[config.mk]
export PLATFORM = sky130hd
export DESIGN_NAME = mdu_issue_ctrl
export DESIGN_NICKNAME = d
export VERILOG_FILES = /design/src/rtl/mdu_issue_ctrl.sv
export SDC_FILE = /design/constraint.sdc
export NUM_CORES = 1
export LEC_CHECK = 0
export ABC_AREA = 1
export BUFFER_PORTS_ARGS = -buffer_cell sky130_fd_sc_hd__buf_2
export CAP_MARGIN = 20
export CORE_MARGIN = 5
export CORE_UTILIZATION = 56
export DETAILED_ROUTE_END_ITERATION = 8
export GPL_ROUTABILITY_DRIVEN = 0
export PLACE_DENSITY = 0.85
export SYNTH_ARGS = -nofsm -noshare
export SYNTH_HDL_FRONTEND = slang
export SYNTH_SLANG_ARGS = --single-unit
[constraint.sdc]
create_clock -name clk -period 2.7 [get_ports clk]
set_input_delay 0.675 -clock clk [delete_from_list [all_inputs] [get_ports clk]]
set_output_delay 0.675 -clock clk [all_outputs]
set_load 0.05 [all_outputs]
[src/rtl/mdu_issue_ctrl.sv]
`default_nettype none
// ============================================================================
// Module   : mdu_issue_ctrl
// Brief    : Issues MDU commands from the E stage, tracks the MDU busy window,
//            stalls HI/LO-dependent D-stage instructions, flags protocol errors.
// Revision : 1.0  initial release
// ============================================================================
module mdu_issue_ctrl (
    input  logic        clk,
    input  logic        reset,
    input  logic [3:0]  D_MDUOP,
    input  logic [1:0]  D_ReadHILO,
    input  logic        E_Valid,
    input  logic [3:0]  E_MDUOP,
    input  logic [1:0]  E_ReadHILO,
    input  logic        Flush,
    input  logic        Busy,
    output logic        Start,
    output logic [3:0]  MDUOP,
    output logic [3:0]  Time,
    output logic [1:0]  ReadHILO,
    output logic        Stall,
    output logic        ProtoErr,
    output logic [15:0] StallCnt
);

    localparam logic [3:0] MUL_TIME = 4'd5;
    localparam logic [3:0] DIV_TIME = 4'd10;

    localparam logic [3:0] OP_MULT  = 4'b0001;
    localparam logic [3:0] OP_MULTU = 4'b0010;
    localparam logic [3:0] OP_DIV   = 4'b0011;
    localparam logic [3:0] OP_DIVU  = 4'b0100;
    localparam logic [3:0] OP_GCD   = 4'b1000;

    localparam logic [0:0] ST_IDLE = 1'b0;
    localparam logic [0:0] ST_RUN  = 1'b1;

    logic [0:0]  state_q, state_d;
    logic [3:0]  cnt_q, cnt_d;
    logic        proto_err_q, proto_err_d;
    logic [15:0] stall_cnt_q, stall_cnt_d;

    logic        live;
    logic        launch_op;
    logic        d_uses;
    logic        violation;

    always_ff @(posedge clk or negedge reset) begin
        if (!reset) begin
            state_q     <= ST_IDLE;
            cnt_q       <= 4'd0;
            proto_err_q <= 1'b0;
            stall_cnt_q <= 16'd0;
        end else begin
            state_q     <= state_d;
            cnt_q       <= cnt_d;
            proto_err_q <= proto_err_d;
            stall_cnt_q <= stall_cnt_d;
        end
    end

    always_comb begin
        live      = E_Valid & ~Flush;
        launch_op = (E_MDUOP == OP_MULT) | (E_MDUOP == OP_MULTU) |
                    (E_MDUOP == OP_DIV)  | (E_MDUOP == OP_DIVU)  |
                    (E_MDUOP == OP_GCD);
        d_uses    = (D_MDUOP != 4'd0) | (D_ReadHILO != 2'b00);
    end

    always_comb begin
        state_d = state_q;
        cnt_d   = cnt_q;
        case (state_q)
            ST_IDLE: begin
                if (Start) begin
                    cnt_d   = Time;
                    state_d = ST_RUN;
                end
            end
            default: begin
                // Leave RUN in the same cycle the count reaches zero.
                if (cnt_q <= 4'd1) begin
                    cnt_d   = 4'd0;
                    state_d = ST_IDLE;
                end else begin
                    cnt_d = cnt_q - 4'd1;
                end
            end
        endcase

        violation = (~Busy & (cnt_q != 4'd0)) |
                    (Busy & (state_q == ST_IDLE) & ~Start) |
                    (live & launch_op & (state_q == ST_RUN));
        proto_err_d = proto_err_q | violation;

        stall_cnt_d = stall_cnt_q;
        if (Stall && (stall_cnt_q != 16'hFFFF)) begin
            stall_cnt_d = stall_cnt_q + 16'd1;
        end
    end

    always_comb begin
        case (E_MDUOP)
            OP_MULT, OP_MULTU:       Time = MUL_TIME;
            OP_DIV, OP_DIVU, OP_GCD: Time = DIV_TIME;
            default:                 Time = 4'd0;
        endcase
        Start    = live & launch_op & (state_q == ST_IDLE);
        MDUOP    = live ? E_MDUOP : 4'd0;
        ReadHILO = live ? E_ReadHILO : 2'b00;
        Stall    = d_uses & (Start | (cnt_q != 4'd0) | Busy);
        ProtoErr = proto_err_q;
        StallCnt = stall_cnt_q;
    end

endmodule
`default_nettype wire

==> results of run 1 <==
## synthesized netlist by cell type
library cell / number / area [sq um]
sky130_fd_sc_hd__nand2_1: 79 / 297
sky130_fd_sc_hd__nor2_1: 27 / 101
sky130_fd_sc_hd__inv_1: 26 / 97.6
sky130_fd_sc_hd__dfrtp_1: 22 / 551
sky130_fd_sc_hd__nand4_1: 21 / 131
sky130_fd_sc_hd__nand3_1: 13 / 65.1
sky130_fd_sc_hd__o21ai_0: 11 / 55.1
sky130_fd_sc_hd__xor2_1: 6 / 52.6
sky130_fd_sc_hd__ha_1: 4 / 50.1
sky130_fd_sc_hd__buf_4: 3 / 22.5
sky130_fd_sc_hd__nand2_2: 2 / 12.5
sky130_fd_sc_hd__nand3_2: 2 / 20.0
sky130_fd_sc_hd__nand3_4: 2 / 35.0
sky130_fd_sc_hd__nand3b_1: 2 / 15.0
sky130_fd_sc_hd__xnor2_1: 2 / 17.5
sky130_fd_sc_hd__and2_1: 1 / 6.26
sky130_fd_sc_hd__buf_2: 1 / 5.00
sky130_fd_sc_hd__buf_8: 1 / 15.0
sky130_fd_sc_hd__clkbuf_1: 1 / 3.75
sky130_fd_sc_hd__nor2_2: 1 / 6.26
sky130_fd_sc_hd__nor3_1: 1 / 5.00
sky130_fd_sc_hd__nor3_4: 1 / 16.3
sky130_fd_sc_hd__nor4_1: 1 / 6.26
## kinds of logic (layout without fill, tap and decap cells)
kind of cell / Yosys count / count (layout) / share of synthesized area, %
adders and majority gates: 4 / 4 / 3.15
DFF: 22 / 22 / 34.7
and+or+nand+nor: 153 / 153 / 45.2
AOI/OAI and AO/OA: 11 / 11 / 3.47
xor gates and xnor gates: 8 / 8 / 4.42
buffers and inverters: 32 / 77 / 9.07
## path summary, 6_finish.rpt
| kind | depth (start not counted) | startpoint | slack [ns] | end |
|---|---|---|---|---|
| max in group asynchronous | 1 | reset | 2.06 | StallCnt[15] |
| min in group clk | 1 | ProtoErr | 0.48 | ProtoErr |
| setup / recovery | 8 | E_MDUOP[3] | 0.29 | Stall |
| setup reg to reg | 7 | StallCnt[0] | 0.90 | StallCnt[9] |
| hold / removal | 1 | reset | 0.30 | StallCnt[1] |
| hold reg to reg | 1 | ProtoErr | 0.48 | ProtoErr |
## placed cells by master (no fill, tap or decap), types with 3 or more instances in the layout
| cell type | instances |
|---|---|
| sky130_fd_sc_hd__buf_2 | 45 |
| sky130_fd_sc_hd__nand4_1 | 21 |
| sky130_fd_sc_hd__dfrtp_1 | 22 |
| sky130_fd_sc_hd__nand3_1 | 13 |
| sky130_fd_sc_hd__o21ai_0 | 11 |
| sky130_fd_sc_hd__nand2_1 | 79 |
| sky130_fd_sc_hd__nor2_1 | 27 |
| sky130_fd_sc_hd__xor2_1 | 6 |
| sky130_fd_sc_hd__inv_1 | 26 |
| sky130_fd_sc_hd__clkbuf_4 | 3 |
| sky130_fd_sc_hd__ha_1 | 4 |
## state kept, by name, summed over array words and instances, names as in the netlist
register	flops
StallCnt	16
cnt_q	4
state_q	1
ProtoErr	1
## through the flow
step / cells / worst slack (ns) / cell area, sq um
after detailed placement: 302 / 0.286 / 1820
after CTS: 306 / 0.290 / 1860
after floorplan: 230 / 0.0812 / 1590
after global routing: 306 / 0.115 / 1860
final: 306 / 0.288 / 1860
after global placement: 302 / 0.332 / 1820
## final cells by class
type / count / area [sq um]
Inverter: 26 / 97.6
Multi-Input combinational cell: 176 / 892
Timing Repair Buffer: 47 / 240
Clock buffer: 4 / 36.3
Tap cell: 31 / 38.8
Sequential cell: 22 / 551
Fill cell: 248 / 878
## power by group through the flow
stage	logic, mW	registers, mW	clock network, mW
2_1_floorplan	0.458	0.657	0
3_3_place_gp	0.749	0.504	0
3_5_place_dp	0.766	0.509	0
4_1_cts	0.768	0.504	0.188
5_1_grt	0.852	0.517	0.206
6_report	0.763	0.504	0.183
## per-layer routing
metal / up-vias / global-route usage [%] / routed length, um
met4: 0 / 3.38 / 35
li1: 833 / - / -
met5: - / 0 / 0
met3: 4 / 4.97 / 239
met1: 705 / 25.0 / 1680
met2: 43 / 30.1 / 1620
==> flow_summary.html, run 1 <==
<table>
<tr><th>Metric</th><th>Value</th></tr>
<tr><th colspan="2">Run status</th></tr>
<tr><td>Run status</td><td>finished, final reports clean</td></tr>
<tr><th colspan="2">Drt</th></tr>
<tr><td>Post-DRT Antenna Nets</td><td>0</td></tr>
<tr><td>Via density</td><td>5.18</td></tr>
<tr><td>Count of routing violations after the opening detailed-route iteration</td><td>117</td></tr>
<tr><td>DRT Pass-1 Iters</td><td>4</td></tr>
<tr><td>Routed WL</td><td>around 3.6 mm</td></tr>
<tr><td>Via count</td><td>1585</td></tr>
<tr><td>Post-detailed-route wirelength per cell</td><td>11.7 um</td></tr>
<tr><td>DRC</td><td>0</td></tr>
<tr><th colspan="2">Synthesis</th></tr>
<tr><td>Mean cell area of the mapped netlist</td><td>6.90 sq um</td></tr>
<tr><td>Seq cells post-synth</td><td>22</td></tr>
<tr><td>Sequential cell area fraction in the yosys report</td><td>about a third</td></tr>
<tr><td>Number of different library cells in the post-synthesis netlist</td><td>23</td></tr>
<tr><td>Cell area after technology mapping</td><td>between 0.0015 and 0.002 sq mm</td></tr>
<tr><td>Post-Synthesis Cells</td><td>230</td></tr>
<tr><td>Synthesized netlist net count</td><td>about 250</td></tr>
<tr><td>Synthesis warning total</td><td>0</td></tr>
<tr><th colspan="2">STA</th></tr>
<tr><td>Worst slew margin</td><td>approximately two thirds</td></tr>
<tr><td>Setup clock skew after layout</td><td>around 0.012 ns</td></tr>
<tr><td>Worst hold margin</td><td>0.300 ns</td></tr>
<tr><td>Post-Route Setup TNS</td><td>0 ns</td></tr>
<tr><td>Post-route minimum period</td><td>2.41 ns</td></tr>
<tr><td>Hold violation total from the final report</td><td>0</td></tr>
<tr><td>Worst Max-Slew Pin Slew</td><td>just under 0.5 ns</td></tr>
<tr><td>Setup repair after global routing missed its margin</td><td>no</td></tr>
<tr><td># setup viols final</td><td>0</td></tr>
<tr><td>Achievable clock frequency</td><td>415 MHz</td></tr>
<tr><td>Number of pins with negative max-slew slack in the final report</td><td>0</td></tr>
<tr><td>Final Cycle Share</td><td>between 80% and 90%</td></tr>
<tr><th colspan="2">GRT</th></tr>
<tr><td>Antenna violations before repair</td><td>0</td></tr>
<tr><td>Wire length of the first global-routing pass</td><td>about 6.2 mm</td></tr>
<tr><td>Largest net degree at the start of global routing</td><td>23</td></tr>
<tr><td>Grt total ovfl</td><td>0</td></tr>
<tr><td>Total global-route track usage</td><td>a little under a fifth</td></tr>
<tr><td>Number of global-route vias before repair</td><td>between 1000 and 1500</td></tr>
<tr><th colspan="2">Clock network</th></tr>
<tr><td>Postcts setup bufs</td><td>0</td></tr>
<tr><td>Worst skew pair latency</td><td>roughly 0.31 ns</td></tr>
<tr><td>Maximum clock path buffer count</td><td>2</td></tr>
<tr><td>Clk root buf</td><td>sky130_fd_sc_hd__clkbuf_4</td></tr>
<tr><td>H-Tree Depth</td><td>1</td></tr>
<tr><td>Resized cells post-CTS</td><td>0</td></tr>
<tr><td># clock sinks</td><td>22</td></tr>
<tr><td>Number of hold-repair buffers added at the cts stage</td><td>0</td></tr>
<tr><td>TritonCTS clock tree</td><td>done</td></tr>
<tr><td>Total CTS buffers</td><td>3</td></tr>
<tr><td>Clock transition at the register clock pins on the worst setup and hold paths after CTS</td><td>between 0.1 and 0.15 ns</td></tr>
<tr><th colspan="2">Pwr</th></tr>
<tr><td>Power per Cell Area</td><td>between 700 and 800 mW/mm^2</td></tr>
<tr><td>Combinational group share of total power</td><td>~53%</td></tr>
<tr><td>Internal power component</td><td>714 uW</td></tr>
<tr><td>Share of total power in the clock network</td><td>12.6%</td></tr>
<tr><td>Peak supply drop</td><td>0.000770 V</td></tr>
<tr><td>Power share of the sequential group</td><td>roughly a third</td></tr>
<tr><td>Total power draw</td><td>1.45 mW</td></tr>
<tr><td>Switching power share of the total</td><td>between 50% and 60%</td></tr>
<tr><td>Power spent charging and discharging nets</td><td>737 uW</td></tr>
<tr><td>Leakage power summed over all cells</td><td>1.04 nW</td></tr>
<tr><th colspan="2">Worst setup path</th></tr>
<tr><td>Data arrival, critical path</td><td>around 1.7 ns</td></tr>
<tr><td>Cell-by-cell listing of the critical path</td><td>buf_2 &gt; nor2_1 &gt; o21ai_0 &gt; nand3_2 &gt; nand3_2 &gt; nand2_2 &gt; and2_1 &gt; buf_2</td></tr>
<tr><td>Total buffers and inverters traversed by the critical path</td><td>2</td></tr>
<tr><td>Critical path's largest stage delay</td><td>between 0.2 and 0.3 ns</td></tr>
<tr><td>Crit path max fanout</td><td>3</td></tr>
<tr><td>Critical Path End Type</td><td>output port</td></tr>
<tr><td>Cell type group with the largest total delay on the critical path</td><td>simple AND/OR/NAND/NOR gates</td></tr>
<tr><td>Crit path kind</td><td>input port to output port</td></tr>
<tr><td>Highest-delay cell along the critical path</td><td>sky130_fd_sc_hd__buf_2</td></tr>
<tr><td>Required time of the worst setup path</td><td>slightly above 2 ns</td></tr>
<tr><td>Critical Path Start Type</td><td>input port</td></tr>
<tr><th colspan="2">Placed design</th></tr>
<tr><td>Number of I/O port buffers</td><td>between 40 and 50</td></tr>
<tr><td>Placed wire-length estimate after detailed placement</td><td>roughly 2.7 mm</td></tr>
<tr><th colspan="2">Floorplan</th></tr>
<tr><td>Placement row count</td><td>19</td></tr>
<tr><td>Area of the core region</td><td>approximately 0.0027 sq mm</td></tr>
<tr><td>Effective utilization at floorplan</td><td>58.0%</td></tr>
<tr><td>Width of the chip</td><td>around 63 um</td></tr>
<tr><td>Die Y</td><td>63.2 um</td></tr>
<tr><td>Area enclosed by the die boundary</td><td>between 0.003 and 0.004 sq mm</td></tr>
<tr><td>Number of top-level pins</td><td>46</td></tr>
<tr><th colspan="2">Hold path</th></tr>
<tr><td>Class of the worst hold path</td><td>input port to async pin</td></tr>
<tr><th colspan="2">Flow run</th></tr>
<tr><td># Max-Cap Violations</td><td>0</td></tr>
<tr><th colspan="2">Layout</th></tr>
<tr><td>Fraction of final layout cells with drive strength greater than 1</td><td>21.5%</td></tr>
<tr><td>Count of antenna diodes in the layout</td><td>0</td></tr>
<tr><td>Layout overhead on the synthesized area</td><td>17.0%</td></tr>
<tr><td>Final #Nets</td><td>297</td></tr>
<tr><td>Final standard cell utilization of the core</td><td>between 60% and 70%</td></tr>
</table>
No activity file was read; power rests on OpenSTA's default activity.
==> run 2: changes to the inputs <==
==> constraint.sdc (replaced) <==
create_clock -name clk -period 2.7 [get_ports clk]
set_input_delay 0.81 -clock clk [delete_from_list [all_inputs] [get_ports clk]]
set_output_delay 0.81 -clock clk [all_outputs]
set_load 0.05 [all_outputs]
==> flow_summary.html, run 2 (synthesis results as in run 1) <==
<table>
<tr><th>Metric</th><th>Value</th></tr>
<tr><th colspan="2">GRT</th></tr>
<tr><td>Number of global-route vias before repair</td><td>~1400</td></tr>
<tr><td>Antenna violations before repair</td><td>0</td></tr>
<tr><td>Grt total ovfl</td><td>0</td></tr>
<tr><td>Total global-route track usage</td><td>a little under a fifth</td></tr>
<tr><td>Wire length of the first global-routing pass</td><td>about 6.4 mm</td></tr>
<tr><td>Largest net degree at the start of global routing</td><td>23</td></tr>
<tr><th colspan="2">Floorplan</th></tr>
<tr><td>Area of the core region</td><td>roughly 0.0027 sq mm</td></tr>
<tr><td>Number of top-level pins</td><td>46</td></tr>
<tr><td>Effective utilization at floorplan</td><td>about three fifths</td></tr>
<tr><td>Area enclosed by the die boundary</td><td>~0.0040 sq mm</td></tr>
<tr><td>Die Y</td><td>63.2 um</td></tr>
<tr><td>Placement row count</td><td>19</td></tr>
<tr><td>Width of the chip</td><td>63.2 um</td></tr>
<tr><th colspan="2">Layout</th></tr>
<tr><td>Final #Nets</td><td>just under 300</td></tr>
<tr><td>Final standard cell utilization of the core</td><td>between 60% and 70%</td></tr>
<tr><td>Most used cells in the layout excluding fill and tap cells</td><td>79 x sky130_fd_sc_hd__nand2_1, 44 x sky130_fd_sc_hd__buf_2, 26 x sky130_fd_sc_hd__inv_1, 26 x sky130_fd_sc_hd__nor2_1, 22 x sky130_fd_sc_hd__dfrtp_1</td></tr>
<tr><td>Final Cell Area</td><td>around 0.0019 sq mm</td></tr>
<tr><td>Fraction of final layout cells with drive strength greater than 1</td><td>about 22%</td></tr>
<tr><td>Most frequent standard cell in the layout excluding fill and tap cells</td><td>sky130_fd_sc_hd__nand2_1</td></tr>
<tr><td>Count of antenna diodes in the layout</td><td>0</td></tr>
<tr><td>Number of non-filler instances in the completed layout</td><td>slightly above 300</td></tr>
<tr><td>Layout overhead on the synthesized area</td><td>17.7%</td></tr>
<tr><td>Number of flip-flops under the largest register name</td><td>16</td></tr>
<tr><th colspan="2">STA</th></tr>
<tr><td>Setup repair after global routing missed its margin</td><td>no</td></tr>
<tr><td># setup viols final</td><td>0</td></tr>
<tr><td>Post-Route Setup TNS</td><td>0 ns</td></tr>
<tr><td>Number of pins with negative max-slew slack in the final report</td><td>0</td></tr>
<tr><td>Setup clock skew after layout</td><td>between 0.003 and 0.004 ns</td></tr>
<tr><td>Final Cycle Share</td><td>97.0%</td></tr>
<tr><td>Worst slew margin</td><td>approximately 67%</td></tr>
<tr><td>Post-route minimum period</td><td>about 2.6 ns</td></tr>
<tr><td>Worst Max-Slew Pin Slew</td><td>0.496 ns</td></tr>
<tr><td>Final critical-path setup slack</td><td>between 0.08 and 0.09 ns</td></tr>
<tr><td>Hold violation total from the final report</td><td>0</td></tr>
<tr><td>Achievable clock frequency</td><td>approximately 380 MHz</td></tr>
<tr><th colspan="2">Worst setup path</th></tr>
<tr><td>Critical Path End Type</td><td>output port</td></tr>
<tr><td>Critical Path Start Type</td><td>input port</td></tr>
<tr><td>Required time of the worst setup path</td><td>roughly 1.9 ns</td></tr>
<tr><td>Data arrival, critical path</td><td>~1.8 ns</td></tr>
<tr><td>Crit path kind</td><td>input port to output port</td></tr>
<tr><td>Crit path max fanout</td><td>4</td></tr>
<tr><th colspan="2">Clock network</th></tr>
<tr><td>Postcts setup bufs</td><td>0</td></tr>
<tr><td># clock sinks</td><td>22</td></tr>
<tr><td>Worst skew pair latency</td><td>0.30 ns</td></tr>
<tr><td>TritonCTS clock tree</td><td>done</td></tr>
<tr><td>Clock transition at the register clock pins on the worst setup and hold paths after CTS</td><td>0.12 ns</td></tr>
<tr><td>Clk root buf</td><td>sky130_fd_sc_hd__clkbuf_4</td></tr>
<tr><td>Maximum clock path buffer count</td><td>2</td></tr>
<tr><td>H-Tree Depth</td><td>1</td></tr>
<tr><td>Total CTS buffers</td><td>3</td></tr>
<tr><th colspan="2">Drt</th></tr>
<tr><td>DRC</td><td>0</td></tr>
<tr><td>Via count</td><td>around 1600</td></tr>
<tr><td>DRT Pass-1 Iters</td><td>4</td></tr>
<tr><td>Routed WL</td><td>between 3 and 4 mm</td></tr>
<tr><td>Post-detailed-route wirelength per cell</td><td>approximately 12 um</td></tr>
<tr><td>Count of routing violations after the opening detailed-route iteration</td><td>around 120</td></tr>
<tr><td>Post-DRT Antenna Nets</td><td>0</td></tr>
<tr><td>Via density</td><td>around 5.3</td></tr>
<tr><th colspan="2">Placed design</th></tr>
<tr><td>Area of placed instances</td><td>0.00183 sq mm</td></tr>
<tr><td>DP Cell Count</td><td>around 300</td></tr>
<tr><td>Number of I/O port buffers</td><td>45</td></tr>
<tr><td>Minimum setup slack after placement</td><td>~0.025 ns</td></tr>
<tr><td>Placed wire-length estimate after detailed placement</td><td>between 2 and 3 mm</td></tr>
<tr><th colspan="2">Pwr</th></tr>
<tr><td>Leakage power summed over all cells</td><td>1.05 nW</td></tr>
<tr><td>Peak supply drop</td><td>roughly 0.0011 V</td></tr>
<tr><td>Power per Cell Area</td><td>roughly 780 mW/mm^2</td></tr>
<tr><th colspan="2">Hold path</th></tr>
<tr><td>Class of the worst hold path</td><td>input port to async pin</td></tr>
<tr><th colspan="2">Flow run</th></tr>
<tr><td># Max-Cap Violations</td><td>0</td></tr>
<tr><th colspan="2">Run status</th></tr>
<tr><td>Run status</td><td>finished, final reports clean</td></tr>
</table>
-- run 2: changes by cell type in the layout (fill, tap and decap cells not counted) --
cell / before / now
sky130_fd_sc_hd__buf_4: 2 / 4
sky130_fd_sc_hd__o21ai_1: 0 / 1
sky130_fd_sc_hd__o21ai_0: 11 / 10
sky130_fd_sc_hd__buf_2: 45 / 44
sky130_fd_sc_hd__nor2_2: 1 / 2
sky130_fd_sc_hd__nor2_1: 27 / 26
-- run 2: worst max-delay path: stages --
cell and delay (ns):
sky130_fd_sc_hd__buf_2 0.12, sky130_fd_sc_hd__nor2_2 0.16, sky130_fd_sc_hd__nand2_1 0.11, sky130_fd_sc_hd__nand3_2 0.12, sky130_fd_sc_hd__nand3_2 0.09, sky130_fd_sc_hd__nand2_2 0.08
sky130_fd_sc_hd__and2_1 0.12, sky130_fd_sc_hd__buf_4 0.19
-- run 2: path summary, 6_finish.rpt --
path                             start      endpoint  slack, ns  cells after the start
max in group asynchronous        reset  StallCnt[15]       1.92                      1
max                         E_MDUOP[0]         Stall       0.08                      8
min reg2reg                   ProtoErr      ProtoErr       0.50                      1
min in group clk              ProtoErr      ProtoErr       0.50                      1
min                              reset   StallCnt[1]       0.45                      1
max reg2reg                StallCnt[0]   StallCnt[9]       0.88                      7
-- run 2: layout make-up --
class                           count  area (sq um)
Clock buffer                        4          36.3
Fill cell                         226           866
Inverter                           26          97.6
Multi-Input combinational cell    176           895
Sequential cell                    22           551
Tap cell                           31          38.8
Timing Repair Buffer               48           250
-- run 2: layer usage --
metal / global-route usage (%) / part of all wire, % / vias up
met2: 29.0 / 45 / 43
met5: 0 / 0 / -
met4: 5.71 / 1.0 / 0
met1: 27.6 / 48 / 738
li1: - / - / 839
met3: 2.49 / 5.7 / 4
-- run 2: repair_timing --
| item | in CTS | in global routing |
|---|---|---|
| resized for setup | 0 | 3 |
| hold buffers | 0 | 0 |
| endpoints found under the setup margin | 0 | 1 |
-- run 2: where the power goes --
part	total, mW	switching, mW	internal (mW)
sequential	0.502	0.0935	0.408
combinational	0.770	0.540	0.230
clock	0.181	0.0987	0.0823
total	1.45	0.732	0.721
-- run 2: stage by stage --
stage | power, mW | hold slack (ns)
after floorplan | 1.12 | 0.514
after global placement | 1.25 | 0.454
after detailed placement | 1.27 | 0.458
after CTS | 1.46 | 0.462
after global routing | 1.58 | 0.468
final | 1.45 | 0.449
